### src/rtl/mem_rr_arbiter.sv
// Round-robin arbiter that shares one native valid/ready memory port among N_CORES cores.
// Each access runs IDLE -> ISSUE -> DONE. The DONE cycle lets the winner drop req_valid before the next scan.
module mem_rr_arbiter #(
  parameter int          N_CORES   = 4,
  parameter int          IDX_BITS  = $clog2(N_CORES),
  parameter int          TIMEOUT   = 255,
  parameter logic [31:0] ERR_RDATA = 32'hDEADBEEF
) (
  input  logic                  clk,
  input  logic                  resetn,
  input  logic [N_CORES-1:0]    req_valid,
  input  logic [32*N_CORES-1:0] req_addr,
  input  logic [32*N_CORES-1:0] req_wdata,
  input  logic [4*N_CORES-1:0]  req_wstrb,
  output logic [N_CORES-1:0]    req_ready,
  output logic [32*N_CORES-1:0] req_rdata,
  output logic [N_CORES-1:0]    req_err,
  output logic                  m_valid,
  output logic [31:0]           m_addr,
  output logic [31:0]           m_wdata,
  output logic [3:0]            m_wstrb,
  input  logic                  m_ready,
  input  logic [31:0]           m_rdata,
  output logic [IDX_BITS-1:0]   grant_id,
  output logic                  busy
);

  typedef enum logic [1:0] {S_IDLE, S_ISSUE, S_DONE} state_t;

  state_t                r_state;
  logic [IDX_BITS-1:0]   r_rr_ptr;
  logic [IDX_BITS-1:0]   r_grant_id;
  logic [7:0]            r_timer;
  logic                  r_m_valid;
  logic [31:0]           r_m_addr;
  logic [31:0]           r_m_wdata;
  logic [3:0]            r_m_wstrb;
  logic [N_CORES-1:0]    r_ready;
  logic [N_CORES-1:0]    r_err;
  logic [32*N_CORES-1:0] r_rdata;

  logic                  w_hi_found;
  logic                  w_lo_found;
  logic [IDX_BITS-1:0]   w_hi_idx;
  logic [IDX_BITS-1:0]   w_lo_idx;
  logic                  w_win;
  logic [IDX_BITS-1:0]   w_win_idx;
  logic [31:0]           w_sel_addr;
  logic [31:0]           w_sel_wdata;
  logic [3:0]            w_sel_wstrb;
  logic [IDX_BITS-1:0]   w_next_ptr;

  // Rotating priority: the lowest requester at or above rr_ptr wins; otherwise the lowest requester overall.
  always_comb begin
    w_hi_found = 1'b0;
    w_lo_found = 1'b0;
    w_hi_idx   = '0;
    w_lo_idx   = '0;
    for (int unsigned k = 0; k < N_CORES; k++) begin
      if (req_valid[k] && !w_lo_found) begin
        w_lo_found = 1'b1;
        w_lo_idx   = IDX_BITS'(k);
      end
      if (req_valid[k] && !w_hi_found && (k >= 32'(r_rr_ptr))) begin
        w_hi_found = 1'b1;
        w_hi_idx   = IDX_BITS'(k);
      end
    end
    w_win     = w_lo_found;
    w_win_idx = w_hi_found ? w_hi_idx : w_lo_idx;
  end

  always_comb begin
    w_sel_addr  = '0;
    w_sel_wdata = '0;
    w_sel_wstrb = '0;
    for (int unsigned k = 0; k < N_CORES; k++) begin
      if (IDX_BITS'(k) == w_win_idx) begin
        w_sel_addr  = req_addr[k*32 +: 32];
        w_sel_wdata = req_wdata[k*32 +: 32];
        w_sel_wstrb = req_wstrb[k*4 +: 4];
      end
    end
  end

  assign w_next_ptr = (r_grant_id == IDX_BITS'(N_CORES-1)) ? '0 : r_grant_id + 1'b1;

  always_ff @(posedge clk or negedge resetn) begin
    if (!resetn) begin
      r_state    <= S_IDLE;
      r_rr_ptr   <= '0;
      r_grant_id <= '0;
      r_timer    <= '0;
      r_m_valid  <= 1'b0;
      r_m_addr   <= '0;
      r_m_wdata  <= '0;
      r_m_wstrb  <= '0;
      r_ready    <= '0;
      r_err      <= '0;
      r_rdata    <= '0;
    end else begin
      r_ready <= '0;
      r_err   <= '0;
      case (r_state)
        S_IDLE: begin
          if (w_win) begin
            r_m_valid  <= 1'b1;
            r_m_addr   <= w_sel_addr;
            r_m_wdata  <= w_sel_wdata;
            r_m_wstrb  <= w_sel_wstrb;
            r_grant_id <= w_win_idx;
            r_timer    <= '0;
            r_state    <= S_ISSUE;
          end
        end
        S_ISSUE: begin
          r_timer <= r_timer + 8'd1;
          if (m_ready) begin
            r_m_valid <= 1'b0;
            r_state   <= S_DONE;
            // A write completion returns no data, so the core's last read value is kept.
            for (int unsigned k = 0; k < N_CORES; k++) begin
              if (IDX_BITS'(k) == r_grant_id) begin
                r_ready[k] <= 1'b1;
                if (r_m_wstrb == 4'b0000) r_rdata[k*32 +: 32] <= m_rdata;
              end
            end
          end else if (r_timer == 8'(TIMEOUT-1)) begin
            r_m_valid <= 1'b0;
            r_state   <= S_DONE;
            for (int unsigned k = 0; k < N_CORES; k++) begin
              if (IDX_BITS'(k) == r_grant_id) begin
                r_ready[k]          <= 1'b1;
                r_err[k]            <= 1'b1;
                r_rdata[k*32 +: 32] <= ERR_RDATA;
              end
            end
          end
        end
        S_DONE: begin
          r_rr_ptr <= w_next_ptr;
          r_state  <= S_IDLE;
        end
        default: r_state <= S_IDLE;
      endcase
    end
  end

  assign req_ready = r_ready;
  assign req_err   = r_err;
  assign req_rdata = r_rdata;
  assign m_valid   = r_m_valid;
  assign m_addr    = r_m_addr;
  assign m_wdata   = r_m_wdata;
  assign m_wstrb   = r_m_wstrb;
  assign grant_id  = r_grant_id;
  assign busy      = (r_state != S_IDLE);

endmodule

### config.mk
export PLATFORM = sky130hd
export DESIGN_NAME = mem_rr_arbiter
export DESIGN_NICKNAME = d
export VERILOG_FILES = /design/src/rtl/mem_rr_arbiter.sv
export SDC_FILE = /design/constraint.sdc
export NUM_CORES = 1
export LEC_CHECK = 0
export CORE_AREA = 5 5 196 198
export CTS_CLUSTER_DIAMETER = 60
export CTS_CLUSTER_SIZE = 40
export DETAILED_ROUTE_END_ITERATION = 8
export DIE_AREA = 0 0 201 203
export GPL_TIMING_DRIVEN = 0
export PLACE_DENSITY = 0.66
export SLEW_MARGIN = 20
export SYNTH_ARGS = -nofsm -noshare
export SYNTH_HDL_FRONTEND = slang
export SYNTH_SLANG_ARGS = --single-unit
### constraint.sdc
create_clock -name clk -period 2.9 [get_ports clk]
set_clock_uncertainty 0.15 [all_clocks]
set_input_delay 0.87 -clock clk [delete_from_list [all_inputs] [get_ports clk]]
set_output_delay 0.87 -clock clk [all_outputs]
set_load 0.05 [all_outputs]
==> impl_metrics.env, run 1 <==
export IMPL_rr_startpoint="m_wstrb[1]"
export IMPL_r2r_cells=5
export IMPL_syn_area_um2=10700
export IMPL_overflow=0
export IMPL_grt_max_degree=93
export IMPL_drv_cap=0
export IMPL_synth_top_area_share_pct=51.1
export IMPL_cts_inserted_buffers=25
export IMPL_multi_input_area_um2=4790
export IMPL_mostFrequentLayoutCell="clkdlybuf4s50_1"
export IMPL_p_clk_share_pct=16.4
export IMPL_post_place_ws_ns=-0.734
export IMPL_internal_power_mw=10.4
export IMPL_pwr_share_comb_pct=58.3
export IMPL_holdWs_ns=0.0837
export IMPL_period_needed_ns=2.83
export IMPL_nFillCells=3307
export IMPL_gp_congestion=0.902
export IMPL_yosysWarnings=0
export IMPL_avgSynthCellArea_um2=13.5
export IMPL_die_w_um=201
export IMPL_rows=70
export IMPL_viasPerCell=4.75
export IMPL_syn_nets=1110
export IMPL_timing_reg2reg_setup_slack_ns=0.22
export IMPL_seqPwrFrac_pct=25.4
export IMPL_grt_usage_pct=19.4
export IMPL_fin_ws_ns=0.0692
export IMPL_cts_hold_buf=0
export IMPL_worstMarginPinSlew_ns=0.693
export IMPL_relSlewSlack_pct=53.7
export IMPL_critPathTopFamily="buffers and inverters"
export IMPL_drtAntennaViolNets=0
export IMPL_finalWirelength_mm=40.9
export IMPL_startpoint_type="flip-flop"
export IMPL_die_y_um=203
export IMPL_wl_per_cell_um=22.4
export IMPL_grt_pass1_wl_mm=61.7
export IMPL_crit_cells=1
export IMPL_hp_class="input pin to asynchronous set/reset pin"
export IMPL_setup_viol=0
export IMPL_port_buffers=518
export IMPL_hpwlAfterDp_mm=32.2
export IMPL_synthFlopType="dfrtp_1"
export IMPL_cp_arrival_ns=1.81
export IMPL_initial_core_util_pct=29.5
export IMPL_syn_inst=793
export IMPL_first_pass_iters=5
export IMPL_drcViolationCount=0
export IMPL_grt_pass1_vias=9673
export IMPL_fmaxAchievable_mhz=353
export IMPL_reg2reg_to="req_rdata[124]"
export IMPL_status="completed"
export IMPL_slowest_stage="clkdlybuf4s50_1"
export IMPL_clk_path_buf_depth=3
export IMPL_cts_tree="built"
export IMPL_syn_to_final_growth_pct=62.4
export IMPL_rsz0062_at_grt="no"
export IMPL_synthArstFlopShare_pct=100
export IMPL_final_cell_mix="clkdlybuf4s50_1 (511), dfrtp_1 (219), mux2i_1 (138)"
export IMPL_vdd_ir_drop_max_v=0.00101
export IMPL_crit_type="flip-flop to output port"
export IMPL_fin_crit_sh_pct=97.6
export IMPL_cp_max_fo=3
export IMPL_synth_area_leader_cell="dfrtp_1"
export IMPL_clk_pin_slew_ns=0.07
export IMPL_ys_ff_latch=219
export IMPL_synth_seq_area_share_pct=51.1
export IMPL_core_um2=36300
export IMPL_drive_gt1_share_pct=20.5
export IMPL_crit_chain="clkdlybuf4s50_1"
export IMPL_p_sw_mw=9.43
export IMPL_ctsHtreeMaxLevel=1
export IMPL_vias=8689
export IMPL_swShare_pct=47.5
export IMPL_clock_latency_ns=0.54
export IMPL_required_ns=1.88
export IMPL_drtIter0Drc=236
export IMPL_p_per_area_nw_per_um2=1140
export IMPL_ys_types=40
export IMPL_root_buffer="clkbuf_16"
export IMPL_antenna_found_initial=4
export IMPL_io_pins=519
export IMPL_end_kind="output port"
export IMPL_slew_viol_final=0
export IMPL_cts_sinks=219
export IMPL_die_area_um2=40800
export IMPL_p_leak_nw=7.42
export IMPL_post_cts_buffers=0
export IMPL_crit_buf_inv=1
export IMPL_netlist_top_cells_area="dfrtp_1 (51%), mux2_2 (13%), mux2i_1 (13%), o221ai_2 (8.5%), nand2_1 (2.8%)"
export IMPL_seq_area_um2=5480
export IMPL_synth_edf_count=0
export IMPL_nets=1656
export IMPL_hold_violations=0
export IMPL_cpPeakStageDelay_ns=0.87
==> metal layers <==
layer	routed length (um)	part of all wire (%)	vias up	global-route usage, %
li1	-	-	4039	-
met1	15500	38	4252	21.7
met2	20200	49	344	34.0
met3	4110	10	52	8.32
met4	1060	2.6	2	4.89
met5	13	0.032	-	0
==> kinds of logic (layout without fill, tap and decap cells) <==
group | Yosys count | count (layout) | synth area share, %
compound gates | 96 | 96 | 10.9
simple gates | 146 | 146 | 6.61
other cells | 0 | 3 | 0
flops | 219 | 219 | 51.1
buf+inv | 59 | 623 | 4.22
fa+ha+maj | 6 | 6 | 0.701
mux | 267 | 267 | 26.4
==> worst max-delay path by stage <==
stage                endpoint          from  slack, ns
2_1_floorplan      m_addr[11]  req_valid[2]       0.61
3_3_place_gp      m_wdata[17]        resetn      -8.90
3_5_place_dp       m_addr[25]  req_valid[1]      -0.73
4_1_cts            m_wdata[5]  req_valid[3]     0.0001
5_1_grt        req_rdata[117]    m_wstrb[1]     0.0009
6_report           m_wstrb[1]    m_wstrb[1]       0.07
==> layout make-up <==
type	count	area share, %
diodes	3	0.0431
plain buffers	54	2.49
clock buffers	30	3.76
clock inverters	15	1.07
inverters	4	0.0863
multi-input cells	515	27.5
flip-flops and latches	219	31.5
well taps	468	3.36
repair buffers	520	30.2
==> per-stage QoR <==
step / area [um2] / std cells / total power, mW / utilization (%) / setup TNS [ns]
detailed placement: 16500 / 1781 / 16.7 / 45.5 / -100.91
global placement: 16500 / 1779 / 16.7 / 45.4 / -2037.69
finish: 17400 / 1828 / 19.8 / 47.9 / 0
floorplan: 10700 / 793 / 12.6 / - / 0
CTS: 17400 / 1826 / 20.1 / 47.8 / 0
global route: 17400 / 1828 / 20.9 / 47.9 / 0
==> registers in the layout, summed over array words and instances (netlist names) <==
register / cells
req_rdata: 128
m_addr: 32
m_wdata: 32
r_timer: 8
m_wstrb: 4
req_err: 4
req_ready: 4
grant_id: 2
r_rr_ptr: 2
r_state: 2
m_valid: 1
==> synthesized netlist by cell type, drive strengths merged (2+ instances only) <==
cell and n:
nand4 3, nand3 5, dfrtp 219, and2 17, nand2 79, buf 41, mux2 129, o221ai 68
ha 6, and3 2, mux2i 138, nor2 6, nand2b 26, inv 4, o21ai 13, clkbuf 14
a21oi 5, o31ai 3, nor3b 2
==> power by group through the flow <==
stage	clock (mW)	combinational [mW]	sequential, mW
after floorplan	0	3.32	9.23
after global placement	0	11.6	5.04
after detailed placement	0	11.7	5.09
after CTS	3.35	11.7	5.06
after global routing	3.50	12.1	5.23
final	3.25	11.6	5.03
==> repair_timing <==
| item | 4_1_cts | 5_1_grt |
|---|---|---|
| pin swaps | 0 | 0 |
| endpoints found under the setup margin | 22 | 101 |
| gates resized for setup | 3 | 7 |
Power figures use the tool's default switching activity.
==> run 2, diff against run 1 <==
- clock period: 2.9 -> 3.5 ns (I/O delays scaled with it)
==> run 2 against run 1 <==
First-iteration DRC count grew 0.85%. Combinational power down 17%. Register-to-register slack gained 0.60 ns. Hold slack better by 0.18 ns. Sequential power shrank 17%. Die area unchanged. Routed wire length about the same. Global-route usage unchanged. Count of clock-buffer cells in the layout stayed put.
==> impl_metrics.env, run 2 (synthesis results as in run 1) <==
export IMPL_status="completed"
export IMPL_gp_congestion=0.902
export IMPL_fmaxAchievable_mhz=316
export IMPL_grt_pass1_wl_mm=61.7
export IMPL_p_leak_nw=7.37
export IMPL_wl_per_cell_um=22.3
export IMPL_rows=70
export IMPL_grt_max_degree=93
export IMPL_cts_inserted_buffers=25
export IMPL_port_buffers=518
export IMPL_finalWirelength_mm=40.9
export IMPL_slowest_stage="clkdlybuf4s50_1"
export IMPL_use_met2_pct=34.0
export IMPL_syn_to_final_growth_pct=62.3
export IMPL_top_usage_layer="met2"
export IMPL_post_cts_buffers=0
export IMPL_overflow=0
export IMPL_crit_type="flip-flop to output port"
export IMPL_die_y_um=203
export IMPL_crit_buf_inv=1
export IMPL_hold_violations=0
export IMPL_viasPerCell=4.75
export IMPL_initial_core_util_pct=29.5
export IMPL_cp_max_fo=4
export IMPL_period_needed_ns=3.16
export IMPL_die_area_um2=40800
export IMPL_startpoint_type="flip-flop"
export IMPL_cts_tree="built"
export IMPL_cts_resized_gates=0
export IMPL_core_um2=36300
export IMPL_stdcell_area_um2=17400
export IMPL_required_ns=2.30
export IMPL_cp_arrival_ns=1.96
export IMPL_hp_class="input pin to asynchronous set/reset pin"
export IMPL_clk_path_buf_depth=3
export IMPL_placed_cell_area_um2=16500
export IMPL_fin_crit_sh_pct=90.4
export IMPL_use_met3_pct=8.32
export IMPL_io_pins=519
export IMPL_first_pass_iters=5
export IMPL_utilization_pct=47.9
export IMPL_hpwlAfterDp_mm=32.2
export IMPL_clk_pin_slew_ns=0.07
export IMPL_drtIter0Drc=238
export IMPL_drcViolationCount=0
export IMPL_antenna_found_initial=4
export IMPL_nets=1657
export IMPL_drive_gt1_share_pct=20.3
export IMPL_crit_chain="or2_1 > clkdlybuf4s50_1"
export IMPL_mostFrequentLayoutCell="clkdlybuf4s50_1"
export IMPL_die_w_um=201
export IMPL_grt_usage_pct=19.4
export IMPL_root_buffer="clkbuf_16"
export IMPL_setup_viol=0
export IMPL_rsz0062_at_grt="no"
export IMPL_clock_latency_ns=0.54
export IMPL_cts_sinks=219
export IMPL_end_kind="output port"
export IMPL_timing_reg2reg_setup_slack_ns=0.82
export IMPL_use_met1_pct=21.7
export IMPL_grt_pass1_vias=9673
export IMPL_largest_reg_flops=128
export IMPL_ctsHtreeMaxLevel=1
export IMPL_slew_viol_final=0
export IMPL_cpPeakStageDelay_ns=0.74
export IMPL_drv_cap=0
export IMPL_final_cell_mix="clkdlybuf4s50_1 (517), dfrtp_1 (219), mux2i_1 (138)"
export IMPL_drtAntennaViolNets=0
export IMPL_critPathTopFamily="buffers and inverters"
export IMPL_p_per_area_nw_per_um2=946
export IMPL_worstMarginPinSlew_ns=0.808
export IMPL_cts_hold_buf=0
export IMPL_fin_setup_tns_ns=0
export IMPL_vias=8693
export IMPL_vdd_ir_drop_max_v=0.000838
export IMPL_relSlewSlack_pct=46.1
[run 2: area by class of cell]
| type | instances | area (um2) |
|---|---|---|
| Fill cell | 3311 | 19000 |
| Sequential cell | 219 | 5480 |
| Timing Repair Buffer | 520 | 5250 |
| Multi-Input combinational cell | 515 | 4780 |
| Clock buffer | 30 | 654 |
| Tap cell | 468 | 586 |
| Buffer | 55 | 437 |
| Clock inverter | 15 | 186 |
| Inverter | 4 | 15.0 |
| Antenna cell | 3 | 7.51 |
[run 2: per-stage QoR]
step	std cells	power, mW	setup WS (ns)	hold WS (ns)
floorplan	793	10.4	1.03	0.287
global placement	1779	13.8	-8.48	0.311
detailed placement	1781	13.9	-0.314	0.315
CTS	1826	16.7	0.269	0.249
global route	1829	17.3	0.148	0.262
finish	1829	16.4	0.338	0.261
[run 2: worst reg2reg max path, stage by stage (launching register included)]
cell and delay [ns]:
dfrtp_1 0.42, nor4_1 0.64, nand2_1 0.30, a21oi_2 0.41
buf_4 0.30, mux2_2 0.36
[run 2: worst paths after layout]
kind / from / endpoint / cells past startpoint
worst min register to register: m_addr[7] / m_addr[7] / 2
max in group asynchronous: resetn / m_wdata[17] / 2
worst max register to register: m_wstrb[1] / req_rdata[124] / 5
worst max-delay path: r_state[0] / busy / 2
worst min-delay path: resetn / req_rdata[66] / 1
min in group clk: m_addr[7] / m_addr[7] / 2
[run 2: metal layers]
layer / up-vias / part of all wire [%]
li1: 4040 / -
met1: 4248 / 38
met2: 351 / 49
met3: 52 / 10
met4: 2 / 2.6
met5: - / 0.032
[run 2: report_power, final]
group	switching [mW]	total, mW	internal [mW]
Combinational	6.05	9.59	3.54
Sequential	0.590	4.17	3.58
Clock	1.16	2.69	1.52
Total	7.81	16.4	8.64
